## src/rtl/cla_serial_sub_pkg.sv

```systemverilog
// ---------------------------------------------------------------------------
// cla_pkg
// Shared definitions for the nibble-serial CLA subtractor:
//   - state_e : controller states (IDLE, RUN, DONE)
//   - NIB     : bits handled per clock by the look-ahead slice
//   - nslices : number of nibble slices needed for a given operand width
// ---------------------------------------------------------------------------
package cla_pkg;

  localparam int NIB = 4;

  typedef enum logic [1:0] {
    IDLE = 2'd0,
    RUN  = 2'd1,
    DONE = 2'd2
  } state_e;

  // Operand widths are whole nibbles, so this is an exact division.
  function automatic int nslices(input int width);
    return width / NIB;
  endfunction

endpackage

```

## src/rtl/cla_serial_sub_cla4_slice.sv

```systemverilog
// ---------------------------------------------------------------------------
// cla4_slice
// Purely combinational 4-bit carry-look-ahead adder slice.
// Ports:
//   x  [3:0] in  : first addend
//   y  [3:0] in  : second addend
//   ci       in  : carry in
//   s  [3:0] out : sum
//   co       out : carry out (look-ahead c4)
// ---------------------------------------------------------------------------
module cla4_slice (
  input  logic [3:0] x,
  input  logic [3:0] y,
  input  logic       ci,
  output logic [3:0] s,
  output logic       co
);

  logic [3:0] g;
  logic [3:0] p;
  logic       c1;
  logic       c2;
  logic       c3;
  logic       c4;

  // Generate and propagate terms for each bit position.
  assign g = x & y;
  assign p = x ^ y;

  // Every carry is expanded directly from g/p/ci so no carry ripples
  // through a previous carry output.
  assign c1 = g[0] | (p[0] & ci);
  assign c2 = g[1] | (p[1] & g[0]) | (p[1] & p[0] & ci);
  assign c3 = g[2] | (p[2] & g[1]) | (p[2] & p[1] & g[0])
            | (p[2] & p[1] & p[0] & ci);
  assign c4 = g[3] | (p[3] & g[2]) | (p[3] & p[2] & g[1])
            | (p[3] & p[2] & p[1] & g[0]) | (p[3] & p[2] & p[1] & p[0] & ci);

  // Sum bits combine each propagate term with the carry into that bit.
  assign s  = p ^ {c3, c2, c1, ci};
  assign co = c4;

endmodule

```

## src/rtl/cla_serial_sub.sv

```systemverilog
// ---------------------------------------------------------------------------
// cla_serial_sub
// Nibble-serial two's-complement subtractor: diff = a - b - borrow_in
// (modulo 2^WIDTH). One 4-bit slice is processed per clock through a single
// cla4_slice; the inter-slice carry lives in a register. Subtraction is done
// as a + ~b + ~borrow_in, so a final carry of 0 means a borrow occurred.
//
// Parameters:
//   WIDTH           operand width, a multiple of 4 and at least 4
// Ports:
//   clk        in   rising-edge clock
//   rst_n      in   asynchronous active-low reset
//   in_valid   in   operands valid
//   in_ready   out  block idle and able to take operands
//   a          in   minuend   [WIDTH-1:0]
//   b          in   subtrahend [WIDTH-1:0]
//   borrow_in  in   incoming borrow
//   out_valid  out  result valid (held until out_ready)
//   out_ready  in   consumer takes the result
//   diff       out  a - b - borrow_in [WIDTH-1:0]
//   borrow_out out  unsigned a < b + borrow_in
//   overflow   out  signed overflow
//
// Build option:
//   CLA_SUB_OVERFLOW_EN  when defined, overflow is computed from the latched
//                        operand MSBs and the final diff MSB; otherwise the
//                        overflow port is tied low and no MSB latches exist.
// ---------------------------------------------------------------------------
module cla_serial_sub
  import cla_pkg::*;
#(
  parameter int WIDTH = 16
) (
  input  logic             clk,
  input  logic             rst_n,
  input  logic             in_valid,
  output logic             in_ready,
  input  logic [WIDTH-1:0] a,
  input  logic [WIDTH-1:0] b,
  input  logic             borrow_in,
  output logic             out_valid,
  input  logic             out_ready,
  output logic [WIDTH-1:0] diff,
  output logic             borrow_out,
  output logic             overflow
);

  localparam int N    = nslices(WIDTH);
  localparam int CNTW = (N > 1) ? $clog2(N) : 1;
  localparam logic [CNTW-1:0] LAST = CNTW'(N - 1);

  state_e           state_q;
  state_e           state_d;
  logic [CNTW-1:0]  sliceCnt_q;
  logic [CNTW-1:0]  sliceCnt_d;
  logic             carry_q;
  logic             carry_d;
  logic [WIDTH-1:0] aOp_q;
  logic [WIDTH-1:0] aOp_d;
  logic [WIDTH-1:0] bOp_q;
  logic [WIDTH-1:0] bOp_d;
  logic [WIDTH-1:0] diff_q;
  logic [WIDTH-1:0] diff_d;
  logic             borrow_q;
  logic             borrow_d;

  logic [NIB-1:0]   sliceX;
  logic [NIB-1:0]   sliceY;
  logic [NIB-1:0]   sliceSum;
  logic             sliceCo;
  logic             accept;
  logic             lastSlice;

  // Handshake flags come straight from the state register so they never
  // depend combinationally on any input.
  assign in_ready  = (state_q == IDLE);
  assign out_valid = (state_q == DONE);
  assign accept    = in_valid && in_ready;
  assign lastSlice = (sliceCnt_q == LAST);

  // The slice sees the current nibble of a and the inverted nibble of b;
  // together with the carry register this forms a + ~b + carry.
  assign sliceX = aOp_q[NIB*sliceCnt_q +: NIB];
  assign sliceY = ~bOp_q[NIB*sliceCnt_q +: NIB];

  cla4_slice u_slice (
    .x  (sliceX),
    .y  (sliceY),
    .ci (carry_q),
    .s  (sliceSum),
    .co (sliceCo)
  );

  // Controller next-state: latch operands on accept, walk the nibbles in
  // RUN, and hold the result in DONE until the consumer takes it. A new
  // request seen while DONE is deliberately not taken in the same cycle.
  always_comb begin
    state_d    = state_q;
    sliceCnt_d = sliceCnt_q;
    carry_d    = carry_q;
    aOp_d      = aOp_q;
    bOp_d      = bOp_q;
    diff_d     = diff_q;
    borrow_d   = borrow_q;
    case (state_q)
      IDLE: begin
        if (accept) begin
          aOp_d      = a;
          bOp_d      = b;
          sliceCnt_d = '0;
          carry_d    = ~borrow_in;
          state_d    = RUN;
        end
      end
      RUN: begin
        diff_d[NIB*sliceCnt_q +: NIB] = sliceSum;
        carry_d    = sliceCo;
        sliceCnt_d = sliceCnt_q + 1'b1;
        if (lastSlice) begin
          borrow_d = ~sliceCo;
          state_d  = DONE;
        end
      end
      DONE: begin
        if (out_ready) begin
          state_d = IDLE;
        end
      end
      default: begin
        state_d = IDLE;
      end
    endcase
  end

  // All datapath and control registers clear on reset, which aborts any
  // operation in flight and zeroes the visible result.
  always_ff @(posedge clk or negedge rst_n) begin
    if (!rst_n) begin
      state_q    <= IDLE;
      sliceCnt_q <= '0;
      carry_q    <= 1'b0;
      aOp_q      <= '0;
      bOp_q      <= '0;
      diff_q     <= '0;
      borrow_q   <= 1'b0;
    end else begin
      state_q    <= state_d;
      sliceCnt_q <= sliceCnt_d;
      carry_q    <= carry_d;
      aOp_q      <= aOp_d;
      bOp_q      <= bOp_d;
      diff_q     <= diff_d;
      borrow_q   <= borrow_d;
    end
  end

  assign diff       = diff_q;
  assign borrow_out = borrow_q;

`ifdef CLA_SUB_OVERFLOW_EN
  logic aMsb_q;
  logic bMsb_q;
  logic ovf_q;
  logic ovf_d;

  // Signed overflow: operand signs differ and the result sign departs from
  // the minuend. The top nibble's sum MSB is the final diff MSB, so the
  // flag is captured on the same edge that enters DONE.
  always_comb begin
    ovf_d = ovf_q;
    if (state_q == RUN && lastSlice) begin
      ovf_d = (aMsb_q != bMsb_q) && (sliceSum[NIB-1] != aMsb_q);
    end
  end

  // Operand sign bits are captured alongside the operands on accept.
  always_ff @(posedge clk or negedge rst_n) begin
    if (!rst_n) begin
      aMsb_q <= 1'b0;
      bMsb_q <= 1'b0;
      ovf_q  <= 1'b0;
    end else begin
      if (accept) begin
        aMsb_q <= a[WIDTH-1];
        bMsb_q <= b[WIDTH-1];
      end
      ovf_q <= ovf_d;
    end
  end

  assign overflow = ovf_q;
`else
  assign overflow = 1'b0;
`endif

endmodule

```

## config.mk

```make
export PLATFORM = sky130hd
export DESIGN_NAME = cla_serial_sub
export DESIGN_NICKNAME = d
export VERILOG_FILES = /design/src/rtl/cla_serial_sub_pkg.sv /design/src/rtl/cla_serial_sub_cla4_slice.sv /design/src/rtl/cla_serial_sub.sv
export SDC_FILE = /design/constraint.sdc
export NUM_CORES = 1
export LEC_CHECK = 0
export BUFFER_PORTS_ARGS = -buffer_cell sky130_fd_sc_hd__buf_2
export CAP_MARGIN = 10
export CORE_ASPECT_RATIO = 1.4
export CORE_UTILIZATION = 45
export CTS_BUF_LIST = sky130_fd_sc_hd__clkbuf_2 sky130_fd_sc_hd__clkbuf_4 sky130_fd_sc_hd__clkbuf_8
export DETAILED_ROUTE_END_ITERATION = 8
export GPL_TIMING_DRIVEN = 0
export PLACE_DENSITY = 0.68
export SLEW_MARGIN = 25
export SYNTH_ARGS = -nofsm -noshare
export SYNTH_HDL_FRONTEND = slang
export SYNTH_SLANG_ARGS = --single-unit
```

## constraint.sdc

```tcl
create_clock -name clk -period 7.1 [get_ports clk]
set_input_delay 1.42 -clock clk [delete_from_list [all_inputs] [get_ports clk]]
set_output_delay 1.42 -clock clk [all_outputs]
set_load 0.1 [all_outputs]
```

==> results.txt <==
In the synthesized netlist, the cells that appear most often are sky130_fd_sc_hd__nand2_1 (106), sky130_fd_sc_hd__dfrtp_1 (54), sky130_fd_sc_hd__a22o_1 (16). The number of max-cap violations is 0. Among all stages on the critical path, the largest delay is contributed by sky130_fd_sc_hd__buf_2. The total number of vias is 1903. The final number of setup-violating endpoints is 0. The area share of xor/xnor cells in the synthesized design is 0.00679.

STA classifies the critical path startpoint as a flop. After layout, the minimum clock period comes to 2.81 ns. The number of filler instances in the final layout came out at 516. The total number of H-tree levels is 2. The post-synthesis compound-gate area fraction came to 0.0834. The initial antenna violation count is 0. In the finished design, the share of the clock period the worst path needs comes to 0.395.

The root buffer cell chosen for the clock tree is sky130_fd_sc_hd__clkbuf_8. Setup repair after global routing left no endpoint under its margin. The worst path required time came out at 5.68 ns. Pin placement for this block handled 57 I/O pins. Measured against the total synthesized area, the mux share comes to 0.0780. The first global-routing pass estimated 8760 um of wire. The worst setup path is captured at an output port.

The sequential share of the synthesized area came out at 0.524. The clock-pin transition on the worst setup and hold timing paths is 0.09 ns. The biggest cell delay along the critical path is 0.46 ns.

The path class of the tightest hold or removal check is reg2reg. The utilization after layout is 0.548. The number of pins exceeding their max-slew limit in the final report is 0. Summed over all layers, the routed wires come to 5090 um.

The most numerous cell in the Yosys netlist is sky130_fd_sc_hd__nand2_1. The clock sink count is 54. The number of warning messages in the yosys log came out at 0. The family of cells with the greatest summed delay on the critical path is buffers and inverters. The congestion estimate from routability-driven global placement came to 0.787. The post-synthesis area per instance is 10.3 sq um. The first detailed-routing pass ran for 4 iterations. For this block, the initial DRC count from the detailed router was 68. The average wire per standard cell is 13.4 um. The count of cell instances traversed by the critical path is 2. The flow ran to the end, and the final reports show no timing, DRC or antenna violations.

The total DRC errors in the routed layout is 0. The insertion delay of the later-clocked pin in the worst-skew pair is 0.30 ns. From synthesis to final layout, the design area changed by 17.3%.

The simple logic cell fraction of the synthesized area is 0.209. The die covers 0.00605 sq mm. The sum of negative setup slack is 0 ns. The worst hold path was traced through 2 stages. Along the worst path, the maximum fanout reaches 5. 0 antenna diodes ended up in the layout. The count of hold buffers inserted by post-cts repair came out at 0. The number of distinct library cells after synthesis is 30. The via count of the first global-routing pass is 1887. The number of hold violations in the final report is 0. By area, the combinational part of the netlist is dominated by simple AND/OR/NAND/NOR gates. In the synthesized netlist the async set-or-reset flop fraction comes to 1.00.

Of the cells placed in the final design, the portion with a size suffix greater than 1 is 0.272. The pin count of the biggest net entering global routing is 55. TritonCTS built the clock tree. The adder and majority gate portion of the synthesized area came out at 0.0562. The leading register cell type out of synthesis is sky130_fd_sc_hd__dfrtp_1. The number of synthesized flops with an enable pin is 0. The clock arrives with 0.00524 ns of skew.

After synthesis, the cell types taking the most area are sky130_fd_sc_hd__dfrtp_1 (52%), sky130_fd_sc_hd__nand2_1 (15%), sky130_fd_sc_hd__mux4_2 (7.0%). Timing would allow up to 0.356 GHz. The core footprint is 0.00553 sq mm. The final hold slack is 0.473 ns. The number of nets in the final layout came out at 361.

During placement, the flow inserted port buffers numbering 55. Post-CTS repair changed the size of 0 cells. The top-area cell type share of the netlist area came out at 0.524.

The worst register-to-register path has a depth of 7. For the pin with the worst max-slew slack, the measured transition is 0.671 ns. For this configuration, the core starts out at a cell density of 0.467. The worst setup path is of the reg2out kind. The combined area of all synthesized cells is 0.00258 sq mm. For this run the aggregate overflow at the end of global routing stands at 0.

The final instance area came out at 0.00303 sq mm. Dividing the detail-routed via count by the number of cells gives 4.99. Walking the worst path, the cells encountered are nor2_1, buf_2. The standard-cell row count came out at 32. In the global route stage, overall resource usage came out at 0.190. The synthesized netlist net count is 299.

Data arrives at the worst endpoint at 1.39 ns. In this run, synthesis produced a sequential element count of 54. The CTS buffer count came out at 5. The largest total area in the synthesized netlist belongs to sky130_fd_sc_hd__dfrtp_1.

The number of setup buffers added after CTS came out at 0. Measured along the y axis, the die boundary spans 91.6 um. Once detail routing completed, the nets flagged for antenna violations numbered 0. The number of instances in the synthesized netlist is 251. The width of the die is 66.0 um. Together, buffers and inverters on the worst path number 1. The tightest slew margin relative to the limit is 0.553. The maximum buffer depth of the clock tree is 2. The half-perimeter wire length after detailed placement is 3830 um. The post-detailed-placement cell area is 0.00294 sq mm.
==> cell families (layout without fill, tap and decap cells) <==
logic type | after synthesis | count (layout)
other | 1 | 1
buffers and inverters | 24 | 86
AO/OA/AOI/OAI | 24 | 24
adder cells (fa/ha/maj) | 11 | 11
XOR/XNOR | 2 | 2
flip-flops | 54 | 54
multiplexers | 10 | 10
AND/OR/NAND/NOR | 125 | 125
==> per-layer routing <==
layer,vias up,global-route usage,share of wire
li1,942,-,-
met1,913,0.237,0.43
met2,40,0.325,0.53
met3,8,0.0386,0.027
met4,0,0.0621,0.017
met5,-,0,0
==> sequential cells by signal (all words and copies together) (netlist names) <==
signal,flops
carry_q,1
borrow_out,1
aOp_q,16
sliceCnt_q,2
state_q,2
diff,16
bOp_q,16
==> final cells by class <==
| cell class | instances | area (sq um) | share of cell area |
|---|---|---|---|
| clock buffers | 7 | 83.8 | 0.0277 |
| inverters | 11 | 41.3 | 0.0136 |
| flip-flops and latches | 54 | 1350 | 0.446 |
| well taps | 68 | 85.1 | 0.0281 |
| multi-input cells | 173 | 1120 | 0.371 |
| plain buffers | 13 | 66.3 | 0.0219 |
| repair buffers | 55 | 278 | 0.0917 |
==> cells in the final DEF, fill, tap and decap left out, types with 3 or more instances in the layout <==
cell	netlist	final
sky130_fd_sc_hd__nand2_1	106	106
sky130_fd_sc_hd__buf_2	5	59
sky130_fd_sc_hd__dfrtp_1	54	54
sky130_fd_sc_hd__a22o_1	16	16
sky130_fd_sc_hd__inv_1	11	11
sky130_fd_sc_hd__ha_1	10	10
sky130_fd_sc_hd__mux4_2	8	8
sky130_fd_sc_hd__clkbuf_1	5	5
sky130_fd_sc_hd__clkbuf_8	0	5
sky130_fd_sc_hd__buf_4	3	4
sky130_fd_sc_hd__nor2_1	4	4
sky130_fd_sc_hd__nor2b_1	3	3
sky130_fd_sc_hd__nand3_1	3	3
==> worst reg2reg max path, cell delays in order (launching register included) <==
cell                        delay (ns)
sky130_fd_sc_hd__dfrtp_1          0.41
sky130_fd_sc_hd__clkbuf_1         0.46
sky130_fd_sc_hd__mux4_2           0.45
sky130_fd_sc_hd__ha_1             0.32
sky130_fd_sc_hd__a21o_1           0.21
sky130_fd_sc_hd__and4_4           0.21
sky130_fd_sc_hd__a2111oi_4        0.43
sky130_fd_sc_hd__a22o_1           0.22
==> stage by stage <==
step,setup slack (ns),instances
floorplan,3.96,251
global placement,4.37,374
detailed placement,4.35,374
CTS,4.29,381
global route,4.22,381
finish,4.29,381
==> worst paths after layout <==
check                         startpoint    endpoint  slack, ns
max                           state_q[0]    in_ready       4.29
min                            aOp_q[12]   aOp_q[12]       0.47
max reg2reg                sliceCnt_q[1]     diff[7]       4.34
min reg2reg                    aOp_q[12]   aOp_q[12]       0.47
max in group asynchronous          rst_n    aOp_q[6]       5.49
min in group asynchronous          rst_n  state_q[1]       1.14
Power is not shown: default switching activity piles up to over one toggle a cycle in this logic, so the estimate is an artifact.
